[src/rtl/store_buffer_pkg.sv]
// ---------------------------------------------------------------------------
// store_buffer_pkg
//   Shared types for the store buffer slice.
//   - st_width_e : store width encodings as they arrive on st_f3
//                  (SB = byte, SH = halfword, SW = word).
//   - sb_entry_t : one buffered store as it sits in the queue and as it
//                  is presented to data memory: word address, lane-aligned
//                  write data, and byte lane enables.
//   - st_width_bytes : number of bytes moved by a store width, 0 when the
//                  encoding is not a legal store.
// ---------------------------------------------------------------------------
package store_buffer_pkg;

  typedef enum logic [2:0] {
    ST_SB = 3'b000,
    ST_SH = 3'b001,
    ST_SW = 3'b010
  } st_width_e;

  typedef struct packed {
    logic [29:0] addr;
    logic [31:0] data;
    logic [3:0]  be;
  } sb_entry_t;

  // Width in bytes of a store encoding; 0 marks an illegal encoding.
  function automatic logic [2:0] st_width_bytes(input logic [2:0] f3);
    logic [2:0] nbytes;
    nbytes = 3'd0;
    case (f3)
      ST_SB:   nbytes = 3'd1;
      ST_SH:   nbytes = 3'd2;
      ST_SW:   nbytes = 3'd4;
      default: nbytes = 3'd0;
    endcase
    return nbytes;
  endfunction

endpackage

[src/rtl/store_align.sv]
// ---------------------------------------------------------------------------
// store_align
//   Purely combinational front end of the store buffer. Checks that the
//   offered store has a legal width and a naturally aligned address, and
//   builds the queue entry: word address, source data replicated across
//   all lanes, and the byte enables selecting the lanes actually written.
//
// Ports
//   st_addr  in  32  store byte address
//   st_data  in  32  store source, value held in the low-order bytes
//   st_f3    in   3  store width encoding (see st_width_e)
//   st_ok    out  1  store is legal and aligned, may be enqueued
//   st_entry out     entry to enqueue (only meaningful when st_ok)
// ---------------------------------------------------------------------------
module store_align
  import store_buffer_pkg::*;
(
  input  logic [31:0] st_addr,
  input  logic [31:0] st_data,
  input  logic [2:0]  st_f3,
  output logic        st_ok,
  output sb_entry_t   st_entry
);

  // Decode the width, check natural alignment, and replicate the source
  // value across every lane so the memory only has to honour byte enables.
  // Replication means the data bus never depends on the address offset;
  // only the enables shift with it.
  always_comb begin
    st_ok         = 1'b0;
    st_entry      = '0;
    st_entry.addr = st_addr[31:2];
    case (st_f3)
      ST_SB: begin
        st_ok         = 1'b1;
        st_entry.data = {4{st_data[7:0]}};
        st_entry.be   = 4'b0001 << st_addr[1:0];
      end
      ST_SH: begin
        st_ok         = ~st_addr[0];
        st_entry.data = {2{st_data[15:0]}};
        st_entry.be   = 4'b0011 << st_addr[1:0];
      end
      ST_SW: begin
        st_ok         = (st_addr[1:0] == 2'b00);
        st_entry.data = st_data;
        st_entry.be   = 4'b1111;
      end
      default: begin
        st_ok = 1'b0;
      end
    endcase
  end

endmodule

[src/rtl/store_buffer.sv]
// ---------------------------------------------------------------------------
// store_buffer
//   In-order store buffer between the CPU store path and data memory.
//   Legal, aligned stores are queued (up to DEPTH entries) and drained in
//   FIFO order toward memory, one entry per mem_ready handshake. A load
//   address is compared against every held entry to flag RAW hazards.
//
// Parameters
//   DEPTH             number of entries, power of two in 2..16
//
// Ports
//   clk               in   1  rising-edge clock
//   rst_n             in   1  synchronous, active-low reset
//   st_valid          in   1  CPU offers a store this cycle
//   st_ready          out  1  buffer can take a store (not full)
//   st_addr           in  32  store byte address
//   st_data           in  32  store source data
//   st_f3             in   3  store width encoding
//   st_err            out  1  pulse: previous offered store was rejected
//   ld_addr           in  32  byte address of the load executing now
//   ld_hazard         out  1  a held store targets the load's word
//   mem_write_enable  out  1  head entry valid toward memory
//   mem_address       out 30  head word address
//   mem_write_data    out 32  head lane-aligned data
//   mem_byte_en       out  4  head byte lane enables
//   mem_ready         in   1  memory consumes the head this cycle
//   empty             out  1  no entries held
// ---------------------------------------------------------------------------
module store_buffer
  import store_buffer_pkg::*;
#(
  parameter int DEPTH = 4
) (
  input  logic        clk,
  input  logic        rst_n,
  input  logic        st_valid,
  output logic        st_ready,
  input  logic [31:0] st_addr,
  input  logic [31:0] st_data,
  input  logic [2:0]  st_f3,
  output logic        st_err,
  input  logic [31:0] ld_addr,
  output logic        ld_hazard,
  output logic        mem_write_enable,
  output logic [29:0] mem_address,
  output logic [31:0] mem_write_data,
  output logic [3:0]  mem_byte_en,
  input  logic        mem_ready,
  output logic        empty
);

  localparam int PTR_W = $clog2(DEPTH);
  localparam int CNT_W = $clog2(DEPTH + 1);
  localparam logic [CNT_W-1:0] FULL_CNT = CNT_W'(DEPTH);

  sb_entry_t        entry_q [DEPTH];
  sb_entry_t        entry_d [DEPTH];
  logic [DEPTH-1:0] valid_q, valid_d;
  logic [PTR_W-1:0] wr_ptr_q, wr_ptr_d;
  logic [PTR_W-1:0] rd_ptr_q, rd_ptr_d;
  logic [CNT_W-1:0] count_q, count_d;
  logic             st_err_q, st_err_d;

  logic             align_ok;
  sb_entry_t        align_entry;
  sb_entry_t        head;
  logic             push;
  logic             pop;
  logic             unused_ld_offset;

  store_align u_align (
    .st_addr  (st_addr),
    .st_data  (st_data),
    .st_f3    (st_f3),
    .st_ok    (align_ok),
    .st_entry (align_entry)
  );

  // Only the word part of the load address matters for the hazard check.
  assign unused_ld_offset = ^ld_addr[1:0];

  // Handshake and status come straight from registered state so st_ready
  // never depends on this cycle's pop; a full buffer refuses a store even
  // while memory is draining the head.
  assign st_ready         = (count_q != FULL_CNT);
  assign empty            = (count_q == '0);
  assign mem_write_enable = ~empty;
  assign st_err           = st_err_q;

  // The memory side sees the registered head entry, forced to zero while
  // nothing is held so stale slot contents never leak onto the bus.
  assign head           = entry_q[rd_ptr_q];
  assign mem_address    = empty ? '0 : head.addr;
  assign mem_write_data = empty ? '0 : head.data;
  assign mem_byte_en    = empty ? '0 : head.be;

  // A load hazards on any held entry with the same word address. The store
  // being offered this cycle is not held yet, so it never contributes; the
  // head being popped this cycle is still valid and still does.
  always_comb begin
    ld_hazard = 1'b0;
    for (int i = 0; i < DEPTH; i++) begin
      if (valid_q[i] && (entry_q[i].addr == ld_addr[31:2])) begin
        ld_hazard = 1'b1;
      end
    end
  end

  // Next-state for the queue. Push writes the slot at the write pointer,
  // pop retires the slot at the read pointer. They never touch the same
  // slot in one cycle: equal pointers mean empty (no pop) or full (no
  // push). Pointers are exactly log2(DEPTH) bits wide so they wrap by
  // themselves. A rejected store raises st_err for exactly one cycle.
  always_comb begin
    push     = st_valid && st_ready && align_ok;
    pop      = mem_write_enable && mem_ready;
    entry_d  = entry_q;
    valid_d  = valid_q;
    wr_ptr_d = wr_ptr_q;
    rd_ptr_d = rd_ptr_q;
    count_d  = count_q;
    st_err_d = st_valid && st_ready && ~align_ok;

    if (pop) begin
      valid_d[rd_ptr_q] = 1'b0;
      rd_ptr_d          = rd_ptr_q + PTR_W'(1);
    end

    if (push) begin
      entry_d[wr_ptr_q] = align_entry;
      valid_d[wr_ptr_q] = 1'b1;
      wr_ptr_d          = wr_ptr_q + PTR_W'(1);
    end

    case ({push, pop})
      2'b10:   count_d = count_q + CNT_W'(1);
      2'b01:   count_d = count_q - CNT_W'(1);
      default: count_d = count_q;
    endcase
  end

  // State registers. Reset wins over any push or pop in the same cycle and
  // throws away every held store without presenting it to memory.
  always_ff @(posedge clk) begin
    if (!rst_n) begin
      wr_ptr_q <= '0;
      rd_ptr_q <= '0;
      count_q  <= '0;
      valid_q  <= '0;
      st_err_q <= 1'b0;
      for (int i = 0; i < DEPTH; i++) begin
        entry_q[i] <= '0;
      end
    end else begin
      wr_ptr_q <= wr_ptr_d;
      rd_ptr_q <= rd_ptr_d;
      count_q  <= count_d;
      valid_q  <= valid_d;
      st_err_q <= st_err_d;
      for (int i = 0; i < DEPTH; i++) begin
        entry_q[i] <= entry_d[i];
      end
    end
  end

endmodule

[config.mk]
export PLATFORM = sky130hd
export DESIGN_NAME = store_buffer
export DESIGN_NICKNAME = d
export VERILOG_FILES = /design/src/rtl/store_buffer_pkg.sv /design/src/rtl/store_align.sv /design/src/rtl/store_buffer.sv
export SDC_FILE = /design/constraint.sdc
export NUM_CORES = 1
export LEC_CHECK = 0
export BUFFER_PORTS_ARGS = -buffer_cell sky130_fd_sc_hd__clkbuf_2
export CELL_PAD_IN_SITES_DETAIL_PLACEMENT = 1
export CELL_PAD_IN_SITES_GLOBAL_PLACEMENT = 2
export CORE_MARGIN = 4
export CORE_UTILIZATION = 36
export CTS_BUF_LIST = sky130_fd_sc_hd__clkbuf_16
export CTS_CLUSTER_DIAMETER = 50
export DETAILED_ROUTE_END_ITERATION = 12
export MAX_ROUTING_LAYER = met4
export PLACE_DENSITY_LB_ADDON = 0.1
export REMOVE_ABC_BUFFERS = 1
export SLEW_MARGIN = 40
export SYNTH_ARGS = -nofsm -noshare
export SYNTH_HDL_FRONTEND = slang
export SYNTH_SLANG_ARGS = --single-unit
[constraint.sdc]
create_clock -name clk -period 2.8 [get_ports clk]
set_input_delay 0.28 -clock clk [delete_from_list [all_inputs] [get_ports clk]]
set_output_delay 0.28 -clock clk [all_outputs]
set_load 0.005 [all_outputs]
Word level (Yosys, flattened, before mapping)
Cells that the tools add are included.
Widths: inputs -> output; s select.

storage, ports and cells
  bits in registers = 276
  bits in latches = 0
  RAM bits = 0
  memory bits (read-only) = 0
  input port bits = 103
  output and inout port bits = 71
  logic and storage cells = 84
  memories = 0

operators by class
  add/subtract/negate cells = 4
  $mul = 0
  divide/modulo/power cells = 0
  order comparisons = 7
  equality and inequality tests = 9
  shifts and indexed selects = 2
  muxes and demuxes = 22
  bitwise logic cells = 8
  reduce and logical (&&, ||, !) cells = 15

operators by type and width
  operator             count
  $bwmux 264           1
  $mux 66              3
  $bmux 66 s2          1
  $demux 66 s2         1
  $eq 30x30->1         4
  $pmux 36 s3          1
  $mux 32              1
  $mux 30              1
  $mux 4               3
  $logic_and 1x1->1    11
  $ge 3x3->1 const B   2
  $logic_not 3->1      2
  $lt 2x3->1 const B   2
  $mux 1               6
  $not 2->3            2
  $pmux 3 s2           1
  $add 2x1->2 const B  2
  $and 4x4->4          1
  $demux 1 s2          2
  $ge 2x1->1 const B   2
  $not 4->4            1
  $or 4x4->4           1
  $shl 1x2->4 const A  1
  $shl 2x2->4 const A  1
  other kinds (12)     14

Logic depth before layout (Yosys ltp)
Gate-level depths: netlist of the first run.

  depth in word-level cells = 9
  mapped depth = 11
  mapped depth without buffers = 10

By module
Synthesis of the first run repeated with hierarchy kept, for this count alone.

second synthesis, totals
  cell total of the unflattened synthesis = 1688
  area total of the unflattened synthesis = 14774.2 µm²

by module, submodules not included
  module        times used  cells an instance  area each (µm²)  seq. area each (µm²)
  store_buffer  1           1559               13839.5          5525.3
  store_align   1           129                934.6            0.0

Worst setup path before layout of the first run
OpenSTA, ideal clock, no wires.

  path type = register to register
  from = register count_q[0]
  to = register count_q[2]
  setup time = 76 ps
  arrival = 2162 ps
  required time = 2724 ps
  slack = 562 ps
  cell stages (with the launch flop) = 12
  path buffers = 1
  clock period less this slack = 2238 ps
  path through = dfxtp_1 -> or3b_1 -> buf_2 -> nand2_1 -> nor3_2 -> inv_1 -> ha_1 -> inv_1 -> fa_1 -> xor2_1 -> or3_1 -> a21boi_0

between the ends
  longest elaborated chain between the ends = 5
  elaborated cells on any way between the ends = 12
  classes of those cells = add/sub (2); eq/ne (3); mux (1); bitwise (1); reduce/logical (5)

ends and longest elaborated chain
  what                                                    line                 RTL
  start: declaration                                      store_buffer.sv:61   logic [CNT_W-1:0] count_q, count_d;
  start signal: assignment                                store_buffer.sv:157  count_q <= count_d;
  $ne 3x3->1 *                                            store_buffer.sv:85   assign st_ready = (count_q != FULL_CNT);
  named net st_ready                                      store_buffer.sv:37   output logic st_ready,
  $logic_and 1x1->1 * (2 in series)                       store_buffer.sv:115  push = st_valid && st_ready && align_ok;
  $eq 2x1->1 / $eq 2x2->1 (equally long branches)         store_buffer.sv:135  case ({push, pop})
  $pmux 3 s2 / $reduce_bool 2->1 (equally long branches)  n/a

Mark *: on every way through the listed nets, which the timed path passes. The rest lies on a longest branch.
A chain may end at the register's enable or synchronous reset.

Worst setup path in the final report of the first run
  from = register rd_ptr_q[1]
  to = output mem_write_data[3]

between the ends
  longest elaborated chain between the ends = 5

ends and longest elaborated chain
  what                                         line                 RTL
  start: declaration                           store_buffer.sv:60   logic [PTR_W-1:0] rd_ptr_q, rd_ptr_d;
  start signal: assignment                     store_buffer.sv:156  rd_ptr_q <= rd_ptr_d;
  $not 2->3 (implied by the code)              store_buffer.sv:92   assign head = entry_q[rd_ptr_q];
  $bmux 66 s2                                  store_buffer.sv:92
  $mux 66 (implied by the code) (2 in series)  store_buffer.sv:92
  $mux 32                                      store_buffer.sv:94   assign mem_write_data = empty ? '0 : head.data;
  end: declaration                             store_buffer.sv:46   output logic [31:0] mem_write_data,

No other way between the ends. The select of a mux whose other input is x is not followed.

==> summary.txt, run 1 <==
CTS
  • Worst skew pair latency: 0.56 ns
  • Worst-path clk slew: 0.05 ns
  • Clock Path Buffers: 3
  • Postcts setup bufs: 0
  • Clock Sinks: approximately 280
  • Htree depth: 2
  • CTS Buf Count: 40
  • Clock Tree Root: clkbuf_16
  • CTS tree: done

Die
  • DIE AREA: approximately 43000 µm²
  • FP Rows: 73
  • Initial Util: 0.364
  • Die Ht: 208 µm
  • Die X: 208 µm
  • Top Ports: 174
  • Core Area: 39600 µm²

Power and ir drop
  • Max rail drop VDD: approximately 0.53 mV
  • Total power: 0.0110 W
  • Power per cell area: 632 nW/µm²
  • Leakage: 6.25 nW

Place
  • Setup WS pre-CTS: 0.385 ns
  • Placed Instance Area: 15700 µm²
  • Number of port buffers: 171
  • Placer Congestion: 0.791
  • Post-DP HPWL: 32800 µm

Timing
  • Slew @ Worst Pin: 0.820 ns
  • Post-Route Skew: 0.0147 ns
  • Crit share post-route: 0.951
  • Slack of the critical path: 0.137 ns
  • Min cycle time layout: 2.66 ns
  • Slew headroom: 0.454
  • Unrepaired setup endpoints after global routing: no
  • Hold Violations, Final: 0
  • Finish-stage setup viols: 0
  • Slew Limit Fails: 0
  • Worst hold margin: 0.0229 ns
  • Peak Freq: ~380 MHz

Synth
  • Syn. warnings: 0
  • Post-synthesis cell type count: 36
  • Top FF cell, synth: dfxtp_1
  • Post-synth EDFFs: 0
  • Synth Area per Inst: 8.72 µm²
  • Flops & latches, synth: 276
  • Post-synthesis sequential area ratio: 0.383
  • Post-Syn Instances: between 1500 and 2000
  • Ys async rst share: 0
  • Synthesized cell area: 14400 µm²

Route
  • Average wire per standard cell: ~22 µm
  • Via/cell ratio: 5.20
  • Remaining antenna violation count: 0
  • DRC viols: 0
  • First-pass DRT Iterations: 5
  • Via count: 12177
  • Drt initial violations: 509
  • Total wire length: around 51000 µm

Job
  • MaxCap Viol Count: 0

Layout
  • Fillers: 4675
  • Share of layout cells above drive strength 1: 0.196
  • Area Growth Syn to Fin: 20.2%
  • Commonest non-fill, non-tap cell in the layout: nand2_1
  • Layout Utilization: 0.438
  • Most frequent cells in the layout: nand2_1 (555), dfxtp_1 (274), a21boi_1 (244)
  • Fin nets: 1900
  • Final Cell Area: 17400 µm²

Setup path
  • CP max FO: 18
  • Crit path kind: flop to output port
  • Required time worst endpoint: 2.52 ns
  • Crit end category: output port
  • R2R Setup Slk: just under 0.4 ns
  • Reg2reg start: count_q[0]
  • Reg-to-Reg End: count_q[2]
  • WP data arrival: 2.38 ns
  • CP startpoint kind: flop
  • R2R cell count: 10

Global routing
  • Pin count of the biggest net entering global routing: 109
  • M1 GR Usage: 0.290
  • GR Util All Layers: 0.237
  • Met2 usage: 0.408
  • Total grt overflow: 0
  • GR Layer Usage met3: 0.0330
  • Initial antenna violation count: 1
  • Busiest grt layer: met2
  • Vias in the first global route: 12882
  • Global-route wire length before repair: about 80000 µm

Hold path
  • HP Class: primary input to flop
  • Hold_sp: st_addr[20]
  • Worst Hold Path EP: entry_q[54]
  • Hold Path Stages: 3

Run status
  • Status: finished clean
[logic make-up after synthesis]
group	Yosys count	synth area share
AND/OR/NAND/NOR	712	0.211
AO/OA/AOI/OAI	305	0.156
flip-flops	276	0.383
buffers and inverters	153	0.0558
XOR/XNOR	124	0.0752
multiplexers	76	0.111
adder cells (fa/ha/maj)	10	0.00919
[critical path, stage by stage (launching register included)]
cell and delay, ns:
dfxtp_4 0.63, buf_4 0.31, mux4_2 0.52, and2_1 0.22, clkbuf_2 0.13
[power by group]
group	leakage (nW)	internal, W	switching (W)
combinational	3.38	0.000629	0.000992
clock	0.644	0.00322	0.00198
sequential	2.23	0.00399	0.000142
[per-layer routing]
layer	up-vias	wire length, µm
li1	5787	-
met1	6096	22300
met2	218	25300
met3	76	1840
met4	0	1330
met5	-	0
[timing repair]
action,4_1_cts,5_1_grt
hold buffers,26,0
endpoints found under the hold margin,93,0
resized for setup,0,0
[synthesized netlist by cell type, types with 2 or more instances]
| master | instances | area (µm²) |
|---|---|---|
| xnor2_1 | 79 | 692 |
| nor2_1 | 13 | 48.8 |
| mux2_2 | 8 | 90.1 |
| mux2i_1 | 2 | 20.0 |
| o21ai_0 | 3 | 15.0 |
| mux4_2 | 66 | 1490 |
| nor2b_1 | 7 | 43.8 |
| o211a_1 | 4 | 40.0 |
| a21boi_0 | 18 | 135 |
| a21boi_1 | 244 | 1830 |
| buf_4 | 23 | 173 |
| ha_1 | 9 | 113 |
| buf_1 | 2 | 7.51 |
| nor4_1 | 16 | 100 |
| a22oi_1 | 8 | 60.1 |
| o21a_1 | 2 | 15.0 |
| a21oi_1 | 23 | 115 |
| or3_1 | 2 | 12.5 |
| clkbuf_1 | 67 | 251 |
| nand4_1 | 25 | 156 |
| inv_1 | 9 | 33.8 |
| buf_6 | 13 | 146 |
| buf_2 | 38 | 190 |
| xor2_1 | 45 | 394 |
| and4b_1 | 4 | 40.0 |
| and2_1 | 83 | 519 |
| nand2_1 | 559 | 2100 |
| dfxtp_1 | 276 | 5530 |
[how the worst max path moves through the flow]
stage	slack [ns]	end	from
final	0.14	mem_write_data[3]	rd_ptr_q[1]
after global routing	0.02	mem_write_data[3]	rd_ptr_q[1]
after CTS	0.08	mem_write_data[3]	rd_ptr_q[1]
after detailed placement	0.38	count_q[2]	count_q[0]
after global placement	0.46	count_q[2]	count_q[0]
after floorplan	-1.11	mem_address[0]	rd_ptr_q[1]
[per-stage QoR]
| stage | cells | TNS, ns |
|---|---|---|
| floorplan | 1513 | -76.87 |
| global placement | 2244 | 0 |
| detailed placement | 2244 | 0 |
| CTS | 2340 | 0 |
| global route | 2341 | 0 |
| finish | 2341 | 0 |
[state kept, by name, indices dropped and copies added, names as in the netlist]
register  flops
count_q       3
entry_q     264
rd_ptr_q      2
st_err        1
valid_q       4
wr_ptr_q      2
[final cells by class]
| cell class | count | area, µm² | area share |
|---|---|---|---|
| diodes | 1 | 2.50 | 0.000144 |
| clock buffers | 41 | 1030 | 0.0591 |
| clock inverters | 29 | 325 | 0.0187 |
| inverters | 10 | 37.5 | 0.00216 |
| multi-input cells | 1227 | 8120 | 0.468 |
| flip-flops and latches | 276 | 5530 | 0.319 |
| well taps | 525 | 657 | 0.0379 |
| repair buffers | 232 | 1650 | 0.0952 |
Power figures use the tool's default switching activity.
==> inputs of run 2 (changes only) <==
--- a/config.mk
+++ b/config.mk
@@ -5,11 +5,13 @@
 export SDC_FILE = /design/constraint.sdc
 export NUM_CORES = 1
 export LEC_CHECK = 0
+export ABC_AREA = 1
 export BUFFER_PORTS_ARGS = -buffer_cell sky130_fd_sc_hd__clkbuf_2
+export CAP_MARGIN = 20
 export CELL_PAD_IN_SITES_DETAIL_PLACEMENT = 1
 export CELL_PAD_IN_SITES_GLOBAL_PLACEMENT = 2
 export CORE_MARGIN = 4
-export CORE_UTILIZATION = 36
+export CORE_UTILIZATION = 32
 export CTS_BUF_LIST = sky130_fd_sc_hd__clkbuf_16
 export CTS_CLUSTER_DIAMETER = 50
 export DETAILED_ROUTE_END_ITERATION = 12
==> summary.txt, run 2 <==
Die
  • Die X: ~220 µm
  • Top Ports: 174
  • Die Ht: 217 µm
  • Initial Util: 0.325
  • DIE AREA: 47200 µm²
  • FP Rows: 76
  • Core Area: between 40000 and 50000 µm²

Setup path
  • CP max FO: 29
  • Critical path's slowest cell: dfxtp_4
  • Required time worst endpoint: 2.52 ns
  • Crit end category: output port
  • CP startpoint kind: flop
  • Crit path kind: flop to output port
  • WP data arrival: 2.37 ns
  • CP Cell Sequence: inv_4, buf_4, o21ai_0, a21oi_1, clkbuf_2
  • CP max stage delay: 0.43 ns

Global routing
  • Pin count of the biggest net entering global routing: around 130
  • Total grt overflow: 0
  • GR Util All Layers: 0.251
  • Initial antenna violation count: 2
  • Vias in the first global route: around 15000
  • Global-route wire length before repair: 90400 µm

Place
  • Post-DP HPWL: 36800 µm
  • Placed Instance Area: ~15000 µm²
  • Number of port buffers: 171
  • Placer Congestion: 0.846

Synth
  • Syn. warnings: 0
  • Synth Area per Inst: 6.37 µm²
  • Most common cell in the synthesized netlist: nor2_1
  • Post-synthesis sequential area ratio: 0.394
  • Synth top area share: 0.394
  • Post-synthesis cell type count: 31
  • Yosys top cell by area: dfxtp_1
  • Synthesized cell area: 14000 µm²
  • Top cells by count, synth: nor2_1 (479), o21ai_0 (397), nand2_1 (378), a21oi_1 (282), dfxtp_1 (276)
  • Post-synth EDFFs: 0
  • Top cells by area, synth: dfxtp_1 (39%), o21ai_0 (14%), nor2_1 (13%)
  • Ys async rst share: 0
  • Post-Syn Instances: 2198
  • Flops & latches, synth: 276
  • Top FF cell, synth: dfxtp_1

CTS
  • Worst skew pair latency: just under 0.6 ns
  • CTS Buf Count: 44
  • Worst-path clk slew: 0.05 ns
  • Htree depth: 2
  • Clock Sinks: 276
  • Post-cts resize count: 0
  • Clock Tree Root: clkbuf_16
  • Clock Path Buffers: 3
  • CTS tree: done

Timing
  • Finish-stage setup viols: 0
  • TNS Setup: 0 ns
  • Unrepaired setup endpoints after global routing: no
  • Min cycle time layout: 2.65 ns
  • Peak Freq: approximately 380 MHz
  • Post-Route Skew: ~0.026 ns
  • Hold Violations, Final: 0
  • Slew @ Worst Pin: 0.743 ns
  • Slew Limit Fails: 0
  • Crit share post-route: 0.947
  • Slew headroom: 0.504

Power and ir drop
  • Power per cell area: 687 nW/µm²
  • Leakage: 7.16 nW
  • Comb power frac: 0.172
  • Pint: 0.00803 W
  • Max rail drop VDD: 0.370 mV
  • Reg power frac: 0.353
  • Clock power frac: 0.475
  • Switching Fraction: 0.313
  • Total power: 0.0117 W
  • NetSw: 0.00365 W

Layout
  • Largest Register: entry_q
  • Area Growth Syn to Fin: 21.3%
  • Fin nets: 2437
  • Most frequent cells in the layout: nor2_1 (479), o21ai_0 (397), nand2_1 (378)
  • Commonest non-fill, non-tap cell in the layout: nor2_1
  • Largest regs: entry_q (264), valid_q (4), count_q (3)
  • Layout Utilization: 0.394
  • Share of layout cells above drive strength 1: 0.121
  • Final Cell Area: 17000 µm²
  • Max reg flops: 264

Route
  • Via/cell ratio: 5.10
  • Total wire length: 59200 µm
  • DRC viols: 0
  • Average wire per standard cell: 20.1 µm
  • First-pass DRT Iterations: 8
  • Remaining antenna violation count: 0
  • Via count: 15002
  • Drt initial violations: a little over 700

Hold path
  • HP Class: primary input to flop

Run status
  • Status: finished clean

Job
  • MaxCap Viol Count: 0
run 2: cell count changes in the layout (fill, tap and decap cells not counted), moves of 78 or more:
| cell | previous run | this run |
|---|---|---|
| a21oi_1 | 23 | 282 |
| and2_1 | 79 | 1 |
| nand2_1 | 555 | 378 |
| a21boi_1 | 244 | 0 |
| inv_1 | 11 | 161 |
| o21ai_0 | 3 | 397 |
| nor2_1 | 13 | 479 |
run 2: cells by family after synthesis:
| kind of cell | Yosys count | share of synthesized area |
|---|---|---|
| adders and majority gates | 10 | 0.00947 |
| xor gates and xnor gates | 12 | 0.00750 |
| AOI/OAI and AO/OA | 714 | 0.258 |
| DFF | 276 | 0.394 |
| and+or+nand+nor | 881 | 0.242 |
| buffers and inverters | 305 | 0.0883 |
run 2: power groups by stage:
| stage | clock [W] | sequential (W) | combinational, W |
|---|---|---|---|
| after CTS | 0.00567 | 0.00413 | 0.00201 |
| after global placement | 0 | 0.00421 | 0.00196 |
| final | 0.00554 | 0.00412 | 0.00201 |
| after detailed placement | 0 | 0.00421 | 0.00198 |
| after floorplan | 0 | 0.00425 | 0.000957 |
| after global routing | 0.00583 | 0.00413 | 0.00224 |
run 2: worst max-delay path: cells and delay by family, from the launching register on:
family,cells,cell delay [ns]
buf+inv,3,0.88
compound gates,2,0.45
flops,1,0.43
run 2: path summary, 6_finish.rpt:
kind	end	slack [ns]	cells past startpoint	start
worst max register to register	count_q[2]	0.61	11	count_q[1]
worst min-delay path	entry_q[262]	0.03	3	st_addr[30]
worst min register to register	entry_q[2]	0.44	2	entry_q[2]
worst max-delay path	mem_address[0]	0.15	5	rd_ptr_q[0]
run 2: cell type report:
cell class / instances / area, µm²
Multi-Input combinational cell: 1617 / 7250
Fill cell: 5640 / 26200
Clock buffer: 45 / 1130
Sequential cell: 276 / 5530
Tap cell: 585 / 732
Antenna cell: 2 / 5.00
Clock inverter: 33 / 334
Inverter: 170 / 651
Timing Repair Buffer: 215 / 1360
run 2: metal layers:
metal	wire length [µm]	global-route usage	vias up
met5	0	-	-
li1	-	-	7373
met1	26600	0.310	7294
met3	2040	0.0297	65
met2	29500	0.438	270
met4	1090	0.0617	0
run 2: per-stage QoR:
step                      instances  setup slack [ns]  hold slack [ns]
after floorplan                2063             -2.63            0.402
after global placement         2840             0.653            0.426
after detailed placement       2840             0.538            0.430
after CTS                      2940            0.0253          0.00121
after global routing           2943            0.0332           0.0178
final                          2943             0.149           0.0301
run 2: repair_timing:
action,4_1_cts,5_1_grt
setup endpoints to repair,0,8
hold buffers,22,0
endpoints found under the hold margin,65,0
buffers inserted,0,1
